### src/rtl/fetch_stage.sv
// Instruction-fetch stage: owns the PC, presents it to a combinational imem and
// registers the returned word (or fetch fault) into the IF/ID pipeline register.
module fetch_stage #(
   parameter logic [63:0] RESET_PC = 64'h0
) (
   input  logic        clk,
   input  logic        rst,
   input  logic        stall_i,
   input  logic        redirect_en,
   input  logic [63:0] redirect_pc,
   input  logic        trap_en,
   input  logic [63:0] trap_pc,
   output logic [63:0] pc_addr,
   input  logic [31:0] imem_instr,
   input  logic        imem_exc_en,
   input  logic [3:0]  imem_exc_code,
   input  logic [63:0] imem_exc_val,
   output logic        if_valid,
   output logic [63:0] if_pc,
   output logic [31:0] if_instr,
   output logic        if_exc_en,
   output logic [3:0]  if_exc_code,
   output logic [63:0] if_exc_val
);

   localparam logic [1:0]  ST_IDLE  = 2'd0;
   localparam logic [1:0]  ST_RUN   = 2'd1;
   localparam logic [1:0]  ST_FAULT = 2'd2;
   localparam logic [31:0] NOP      = 32'h0000_0013;

   logic [63:0] pc_q, pc_d;
   logic [1:0]  state_q, state_d;
   logic        mis_q, mis_d;
   logic        vld_q, vld_d;
   logic [63:0] ifpc_q, ifpc_d;
   logic [31:0] instr_q, instr_d;
   logic        exc_q, exc_d;
   logic [3:0]  code_q, code_d;
   logic [63:0] val_q, val_d;

   always_comb begin
      pc_d    = pc_q;
      state_d = state_q;
      mis_d   = mis_q;
      vld_d   = vld_q;
      ifpc_d  = ifpc_q;
      instr_d = instr_q;
      exc_d   = exc_q;
      code_d  = code_q;
      val_d   = val_q;
      if (trap_en || redirect_en) begin
         // Flush the slot; a misaligned redirect target faults on the next fetch
         pc_d    = trap_en ? trap_pc : redirect_pc;
         mis_d   = trap_en ? 1'b0 : (redirect_pc[1:0] != 2'b00);
         state_d = ST_RUN;
         vld_d   = 1'b0;
         instr_d = NOP;
         exc_d   = 1'b0;
         code_d  = 4'd0;
         val_d   = 64'd0;
      end else if (!stall_i) begin
         case (state_q)
            ST_RUN: begin
               vld_d  = 1'b1;
               ifpc_d = pc_q;
               if (mis_q) begin
                  instr_d = NOP;
                  exc_d   = 1'b1;
                  code_d  = 4'd0;
                  val_d   = pc_q;
                  mis_d   = 1'b0;
                  state_d = ST_FAULT;
               end else if (imem_exc_en) begin
                  instr_d = NOP;
                  exc_d   = 1'b1;
                  code_d  = imem_exc_code;
                  val_d   = imem_exc_val;
                  state_d = ST_FAULT;
               end else begin
                  instr_d = imem_instr;
                  exc_d   = 1'b0;
                  code_d  = 4'd0;
                  val_d   = 64'd0;
                  pc_d    = pc_q + 64'd4;
               end
            end
            default: begin
               // IDLE and FAULT_WAIT both emit bubbles; only IDLE moves on by itself
               vld_d   = 1'b0;
               instr_d = NOP;
               exc_d   = 1'b0;
               code_d  = 4'd0;
               val_d   = 64'd0;
               if (state_q == ST_IDLE) state_d = ST_RUN;
            end
         endcase
      end
   end

   always_ff @(posedge clk) begin
      if (rst) begin
         pc_q    <= RESET_PC;
         state_q <= ST_IDLE;
         mis_q   <= 1'b0;
         vld_q   <= 1'b0;
         ifpc_q  <= 64'd0;
         instr_q <= NOP;
         exc_q   <= 1'b0;
         code_q  <= 4'd0;
         val_q   <= 64'd0;
      end else begin
         pc_q    <= pc_d;
         state_q <= state_d;
         mis_q   <= mis_d;
         vld_q   <= vld_d;
         ifpc_q  <= ifpc_d;
         instr_q <= instr_d;
         exc_q   <= exc_d;
         code_q  <= code_d;
         val_q   <= val_d;
      end
   end

   assign pc_addr     = pc_q;
   assign if_valid    = vld_q;
   assign if_pc       = ifpc_q;
   assign if_instr    = instr_q;
   assign if_exc_en   = exc_q;
   assign if_exc_code = code_q;
   assign if_exc_val  = val_q;

endmodule

### config.mk
export PLATFORM = sky130hd
export DESIGN_NAME = fetch_stage
export DESIGN_NICKNAME = d
export VERILOG_FILES = /design/src/rtl/fetch_stage.sv
export SDC_FILE = /design/constraint.sdc
export NUM_CORES = 1
export LEC_CHECK = 0
export CAP_MARGIN = 40
export CORE_AREA = 2 2 180 182
export DETAILED_ROUTE_END_ITERATION = 8
export DIE_AREA = 0 0 182 184
export PLACE_DENSITY = 0.75
export SETUP_SLACK_MARGIN = 0.5
export SLEW_MARGIN = 20
export SYNTH_ARGS = -nofsm -noshare
export SYNTH_HDL_FRONTEND = slang
export SYNTH_SLANG_ARGS = --single-unit
### constraint.sdc
create_clock -name clk -period 2.8 [get_ports clk]
set_clock_uncertainty 0.05 [all_clocks]
set_input_delay 0.84 -clock clk [delete_from_list [all_inputs] [get_ports clk]]
set_output_delay 0.84 -clock clk [all_outputs]
set_load 0.03 [all_outputs]
==> impl_metrics.tcl <==
set metrics [dict create \
    drc 0 \
    initial_core_util 0.337 \
    h-tree-depth 1 \
    arrival_ns 1.40 \
    place.gp.congestion 0.928 \
    power_uw 8700 \
    synthArstFlopShare 0 \
    fin_crit_ns 2.29 \
    core.rowCount 65 \
    hold_viol 0 \
    clock_sinks 233 \
    synthesis.area_um2 10600 \
    critical_path.top_delay_family "flip-flops" \
    nNetsFinal 1955 \
    synth_edf_count 0 \
    hold_class "reg2reg" \
    synth.distinct_cells 78 \
    ir_drop_mv 0.431 \
    dp.cells 2081 \
    clock.fmax_mhz 437 \
    stdcell_area_um2 16900 \
    finalMaxSlewViolations 0 \
    slew_headroom 0.430 \
    yosys_most_used_dff "dfxtp_1" \
    dpl.hpwl_um 35300 \
    clk_latency_ns 0.55 \
    critPathMaxStageDelay_ns 0.50 \
    final_core_util 0.538 \
    grt-ovfl-total 0 \
    io_buffer_count 463 \
    leakage_uw 0.00661 \
    setup_viol 0 \
    grt_pass1_vias 11879 \
    grt_start_max_net_pins 126 \
    slowest_stage "dfxtp_1" \
    layout-drive-gt1-share 0.174 \
    place_area_um2 15900 \
    worstPathMaxFanout 5 \
    die_w_um 182 \
    cts_tree "yes" \
    cp_num_cells 1 \
    syn_to_final_growth_pct 59.9 \
    ff2ff_path_depth 6 \
    synth_cells 1261 \
    pin_count 464 \
    syn_area_per_cell_um2 8.38 \
    path_cells "clkdlybuf4s15_2" \
    die_y_um 184 \
    layout_common_cells "229 x clkdlybuf4s50_1, 187 x nand2_1, 187 x dfxtp_1" \
    first_pass_iters 9 \
    die_area_um2 33500 \
    fin_crit_sh 0.818 \
    clkTransAtPathRegs_ns 0.06 \
    routed_wl_um 48100 \
    grt_pass1_wl_um 70600 \
    power.density_nw_per_um2 515 \
    critPathBufInv 1 \
    reg2reg_slack_ns 0.55 \
    layout_commonest_cell "clkdlybuf4s50_1" \
    crit_path_start_kind "flop" \
    root_buffer "clkbuf_16" \
    crit_path_end_kind "primary output" \
    antenna_found_initial 3 \
    track_usage 0.271 \
    synth_top_area_cell "dfxtp_1" \
    worst_pin_slew_ns 0.855 \
    hold_buffers 0 \
    yosysTopAreaCellShare 0.441 \
    core_area_um2 31400 \
    hold_slack_ns 0.398 \
    whs_path_depth 2 \
    status "finished, final reports clean" \
    crit_type "reg2out" \
    yosys_warnings 0 \
    synth.area.top_cells "dfxtp_1 44%, nand2_1 6.8%, a222oi_1 6.0%, a21oi_1 5.4%, a22oi_1 5.0%" \
    route.vias.total 12274 \
    dr.first_iter.drc_count 1113 \
    rsz0062_at_grt "yes" \
    clockBufferDepth 3 \
    wl_per_cell_um 22.5 \
    ant_nets 0 \
    required_ns 1.91 \
    ys_seq_area_frac 0.441 \
    ys_ff_latch 233 \
    cap_violations 0 \
    cts_buffers 28 \
    syn_nets 1496 \
    final_cells 2143 \
    vias_per_cell 5.73 \
]
==> report_power, final <==
part	leakage (µW)	switching [µW]	total, µW	internal, µW
Sequential	0.00191	145	3550	3410
Combinational	0.00422	655	1260	609
Clock	0.000484	1480	3890	2410
Total	0.00661	2280	8700	6420
==> cells in the mapped netlist, drive strengths merged (6+ instances only) <==
library cell    n
mux2i           6
nand2         192
xnor2           8
mux2            7
clkbuf         86
nor3           26
and2            7
nand3          38
dfxtp         233
a31oi           8
a222oi         63
a211oi         19
o22ai          22
a21oi         114
or3            10
nor2          140
a22o            7
xor2           12
and4           10
buf            30
nor4           27
nand4          23
inv            10
a22oi          71
and3            6
o21ai          31
==> metrics by stage <==
stage / setup slack [ns] / setup TNS, ns
after floorplan: 0.478 / 0
after global placement: -0.0297 / -0.0490
after detailed placement: -0.133 / -0.445
after CTS: 0.391 / 0
after global routing: 0.414 / 0
final: 0.509 / 0
==> layout make-up <==
class                   instances  area [µm²]
clock buffers                  41         831
diodes                          1        2.50
flip-flops and latches        233        4720
clock inverters                 9         149
repair buffers                546        5170
multi-input cells             900        5470
well taps                     402         503
fillers                      2977       14500
inverters                      11        41.3
==> cell families (layout without fill, tap and decap cells) <==
group / after synthesis / in the layout / share of synthesized area
other: 0 / 1 / 0
multiplexers: 13 / 13 / 0.0131
buffers and inverters: 128 / 607 / 0.0535
adder cells (fa/ha/maj): 1 / 1 / 0.00118
flip-flops: 233 / 233 / 0.441
AO/OA/AOI/OAI: 367 / 367 / 0.243
AND/OR/NAND/NOR: 499 / 499 / 0.232
XOR/XNOR: 20 / 20 / 0.0166
==> final timing paths <==
kind                                                  to                      from
worst max-delay path                         pc_addr[57]  pc_addr[57]$_SDFFE_PP0P_
worst min-delay path              if_pc[41]$_SDFFE_PP0P_    if_pc[41]$_SDFFE_PP0P_
worst min register to register    if_pc[41]$_SDFFE_PP0P_    if_pc[41]$_SDFFE_PP0P_
worst max register to register  pc_addr[54]$_SDFFE_PP0P_  pc_addr[50]$_SDFFE_PP0P_
==> sequential cells by signal (all words and copies together) (netlist names) <==
| register | count |
|---|---|
| if_instr | 32 |
| state_q | 2 |
| mis_q | 1 |
| if_exc_val | 64 |
| pc_addr | 64 |
| if_valid | 1 |
| if_exc_en | 1 |
| if_pc | 64 |
| if_exc_code | 4 |
==> repair_timing <==
| action | 4_1_cts | 5_1_grt |
|---|---|---|
| setup endpoints to repair | 252 | 49 |
| resized for setup | 397 | 39 |
| pin swaps | 3 | 5 |
| setup buffers | 5 | 6 |
| endpoints found under the hold margin | 0 | 0 |
==> routing by layer <==
layer	routed length, µm	track usage	up-vias
met5	27	0	-
li1	-	-	5598
met4	1620	0.101	4
met1	18800	0.329	5882
met2	23500	0.471	678
met3	4140	0.0584	112
Power figures use the tool's default switching activity.
==> patch 1 (same flow settings) <==
Reset style: asynchronous (`rst`), changed in one clocked block.
--- a/src/rtl/fetch_stage.sv
+++ b/src/rtl/fetch_stage.sv
@@ -97,7 +97,7 @@
       end
    end
 
-   always_ff @(posedge clk) begin
+   always_ff @(posedge clk or posedge rst) begin
       if (rst) begin
          pc_q    <= RESET_PC;
          state_q <= ST_IDLE;
Behaviour: differs if rst is asserted again (counterexample within 4 cycles, from zero or initial values and one cycle with rst high); with rst held inactive, the same outputs for 4 cycles.
==> patch 1 against the original RTL <==
- non-clock buffer count increased by 52
- sequential cell count unchanged
- routed wire length rose by 10%
- design area increased by 11%
- worst hold slack better by 19 ps
- area after synthesis increased by 14%
- setup slack worse by 3.4 ps
- sequential share of layout area rose by 3.3 points
Power is not compared: it rests on default switching activity, and its combinational part moved more than twofold at a synthesized area within 25%.
==> patch 1: results (changes against the original RTL) <==
vias in the first global route 13067 (+10%); post-synthesis xor/xnor area fraction 0.217% (-1.4 points); Hold Path Sink if_pc[0]; Syn Area/Cell 8.74 um2 (+4.3%); Fill cells 2797 (-6.0%); cells on worst reg2reg path 7 (+1); Synth Area in Adders 0.104% (-0.015 points); Pre-antenna DRT Iters 7 (-2); Tot GR Track Use 30.7% (+3.6 points); share of cells above drive strength 1 16.9% (-0.49 points); most frequent cell after synthesis nand2_1; Worst path max stage delay 430 ps (-70 ps); synthesized net count 1618 (+8.2%); Finished Layout Cells 2321 (+8.3%); Post-synth top cells nand2_1 (339), dfrtp_1 (230), o21ai_0 (127); dpl cell area 0.0178 mm2 (+12%); Seq/Total Area, Yosys 48.3% (+4.1 points); worst-skew pair later-pin latency 560 ps; Synth area leaders dfrtp_1 (48%), nand2_1 (11%), o21ai_0 (5.3%); Cell variety after synth 72 (-7.7%); status complete, no violations; 1st-iter DRT viols 1312 (+18%); crit path max fanout 2 (-3); Vias/cell 5.77 (+0.68%); H-Tree Depth 1 (unchanged); Compound-Gate Fraction of Synth Area 20.4% (-3.9 points); antenna violations before repair 5 (+2); Crit-path slowest cell dfrtp_1; dpl cells 2245 (+7.9%); FF/Latch Area 0.00587 mm2 (+24%); first-pass GRT wire length 79800 um (+13%); Worst-Margin Slew 739 ps (-116 ps); worst hold path startpoint if_pc[0]; RD Place Congestion 0.946 (+1.9%); Worst R2R End pc_addr[31]; mux contribution to synthesized area 1.36% (+0.042 points); Layout Nets 2128 (+8.8%); DPL Wire Length 38300 um (+8.6%)
patch 1: cell type report:
class                   count  share of cell area [%]
diodes                      4                  0.0534
clock buffers              39                    4.28
clock inverters            13                   0.820
inverters                  14                   0.300
multi-input cells        1018                    31.1
flip-flops and latches    233                    31.3
well taps                 402                    2.68
repair buffers            598                    29.5
patch 1: logic make-up (layout without fill, tap and decap cells):
| logic type | after synthesis | in the layout |
|---|---|---|
| simple gates | 629 | 629 |
| compound gates | 369 | 369 |
| flops | 233 | 233 |
| buf+inv | 132 | 664 |
| mux | 16 | 16 |
| xor+xnor | 3 | 3 |
| fa+ha+maj | 1 | 1 |
| other cells | 0 | 4 |
patch 1: worst max-delay path by stage:
stage                                 to  depth (start not counted)  slack [ps]            from
after floorplan           if_exc_code[0]                          1       -1140             rst
after global placement       pc_addr[31]                          7        -180         stall_i
after global routing         pc_addr[59]                          6         500     pc_addr[22]
after CTS                     pc_addr[4]                          1         390      pc_addr[4]
after detailed placement      pc_addr[3]                          7        -240     imem_exc_en
final                     if_exc_code[1]                          1         510  if_exc_code[1]
patch 1: report_power, final:
group	switching [mW]	internal (mW)	total, mW
logic	1.77	1.12	2.89
clock network	1.53	2.28	3.80
registers	0.280	3.70	3.98
total	3.58	7.10	10.7
patch 1: per-stage QoR:
step,setup WS (ps),power [mW]
2_1_floorplan,-1140,5.47
5_1_grt,497,11.1
6_report,506,10.7
3_5_place_dp,-239,7.07
4_1_cts,388,10.7
3_3_place_gp,-178,7.03
patch 1: worst reg2reg max path: stages (launching register included):
cell and delay (ps):
dfrtp_4 500, or3b_4 410, buf_4 170, nor4_4 280, buf_4 190, nand3_2 80
a221o_1 340, o211a_1 120
patch 1: routing by layer:
layer | global-route usage [%] | part of all wire [%]
met2 | 51.5 | 48
met3 | 6.91 | 9.6
met4 | 8.55 | 2.8
met1 | 40.0 | 40
met5 | 0 | 0.025
patch 1: timing repair:
item,4_1_cts,5_1_grt
endpoints found under the setup margin,263,60
pin swaps,4,7
setup buffers,9,10
gates resized for setup,403,48
cloned,0,0
==> patch 2 (config.mk and constraints unchanged) <==
Made on the original files. `val_q` no longer has a reset.
--- a/src/rtl/fetch_stage.sv
+++ b/src/rtl/fetch_stage.sv
@@ -107,7 +107,6 @@
          instr_q <= NOP;
          exc_q   <= 1'b0;
          code_q  <= 4'd0;
-         val_q   <= 64'd0;
       end else begin
          pc_q    <= pc_d;
          state_q <= state_d;
@@ -117,8 +116,11 @@
          instr_q <= instr_d;
          exc_q   <= exc_d;
          code_q  <= code_d;
-         val_q   <= val_d;
       end
+   end
+
+   always_ff @(posedge clk) begin
+      val_q <= val_d;
    end
 
    assign pc_addr     = pc_q;
Function: differs if rst is asserted again (counterexample within 4 cycles, from zero or initial values and one cycle with rst high); with rst held inactive, the same outputs for 4 cycles.
==> patch 2 against the original RTL <==
- worst hold slack worse by 16 ps
- routed wire length is 2.2% higher
- via count increased by 3.3%
- power rose by 1.1%
- setup slack got worse by 69 ps
- design area is 3.9% higher
- sequential cell count unchanged
- area after synthesis increased by 1.1%
- critical path type is now reg2reg
- critical endpoint is now pc_addr[63]
==> patch 2: results (changes against the original RTL) <==
Tot GR Track Use 28.2% (+1.1 points); RD Place Congestion 0.921 (-0.70%); reg-to-reg critical path startpoint pc_addr[35]; DPL Wire Length 36100 um (+2.3%); Seq/Total Area, Yosys 43.7% (-0.46 points); VDD IR-drop max 0.489 mV (+13%); leakage 7.46 nW (+13%); Hold Path Sink if_exc_val[58]; Syn Area/Cell 7.86 um2 (-6.2%); Worst Path Arrival 2730 ps (+1330 ps); most frequent cell after synthesis nand2_1; Worst R2R End pc_addr[63]; Crit-path slowest cell or4_4; Pwr Density 501 mW/mm2 (-2.7%); Worst-Margin Slew 733 ps (-123 ps); antenna violations before repair 8 (+5); synthesized net count 1593 (+6.5%); Layout Nets 2099 (+7.4%); per-cell routed wire length 21.5 um (-4.4%); dpl cells 2213 (+6.3%); worst hold path startpoint if_exc_val[58]; status complete, no violations; crit path max fanout 6 (+1); vias 12679 (+3.3%); 1st-iter DRT viols 901 (-19%); Pre-antenna DRT Iters 6 (-3); Worst path max stage delay 650 ps (+150 ps); Cell variety after synth 75 (-3.8%)
## patch 2: cell count changes in the layout (fill, tap and decap cells not counted), sizes merged, moves of 8 or more
cell	change
and3	+39
a222oi	-63
a22oi	+15
a21oi	+30
xnor2	+9
o21ai	+21
buf	+38
nor2	-53
a211oi	-8
mux2i	+11
nor4	-10
nand2	+124
## patch 2: power by group
| group | switching [mW] | leakage, nW | internal (mW) | total [mW] |
|---|---|---|---|---|
| Sequential | 0.115 | 1.91 | 3.41 | 3.52 |
| Combinational | 0.732 | 5.05 | 0.656 | 1.39 |
| Clock | 1.51 | 0.493 | 2.39 | 3.89 |
| Total | 2.35 | 7.46 | 6.45 | 8.80 |
## patch 2: worst max path at each step
stage / start / to / slack, ps / cells past startpoint
after floorplan: stall_i / pc_addr[63] / 330 / 8
after global placement: stall_i / pc_addr[61] / -360 / 9
after detailed placement: stall_i / pc_addr[61] / -350 / 9
after CTS: pc_addr[17] / pc_addr[17] / 290 / 1
after global routing: pc_addr[36] / pc_addr[63] / 400 / 6
final: pc_addr[35] / pc_addr[63] / 440 / 6
## patch 2: stage by stage
step	hold WS (ps)	instance area (um2)	setup TNS [ps]	power, mW	worst slack [ps]
3_5_place_dp	378	16400	-10350	4.98	-351
3_3_place_gp	373	16400	-6970	4.96	-356
6_report	382	17600	0	8.80	441
5_1_grt	404	17600	0	9.09	401
2_1_floorplan	468	10900	0	4.17	327
4_1_cts	384	17400	0	8.84	292
## patch 2: area by class of cell
| class | count | area share, % |
|---|---|---|
| Multi-Input combinational cell | 1004 | 32.7 |
| Timing Repair Buffer | 587 | 31.4 |
| Sequential cell | 233 | 27.1 |
| Clock buffer | 42 | 5.10 |
| Tap cell | 402 | 2.86 |
| Clock inverter | 9 | 0.620 |
| Inverter | 10 | 0.214 |
| Antenna cell | 4 | 0.0570 |
## patch 2: critical path: cells and delay by family, from the launching register on
kind	cells	cell delay, ps
compound gates	3	520
simple gates	3	1290
flops	1	370
## patch 2: kinds of logic after synthesis
group,after synthesis,share of synthesized area (%)
and+or+nand+nor,587,25.2
xor gates and xnor gates,27,2.21
DFF,233,43.7
muxes,18,1.70
adders and majority gates,1,0.117
AOI/OAI and AO/OA,370,21.4
buffers and inverters,122,5.67
## patch 2: timing repair
item,in CTS,in global routing
gates resized for setup,373,43
pin swaps,6,18
buffers inserted,11,11
setup endpoints to repair,285,57
gates cloned,1,0
hold buffers,0,0
## patch 2: layer usage
metal	up-vias	share of wire (%)	global-route usage [%]
li1	5829	-	-
met1	5955	39	33.7
met2	736	47	48.2
met3	151	9.6	7.51
met4	8	4.3	11.5
met5	-	0.11	0
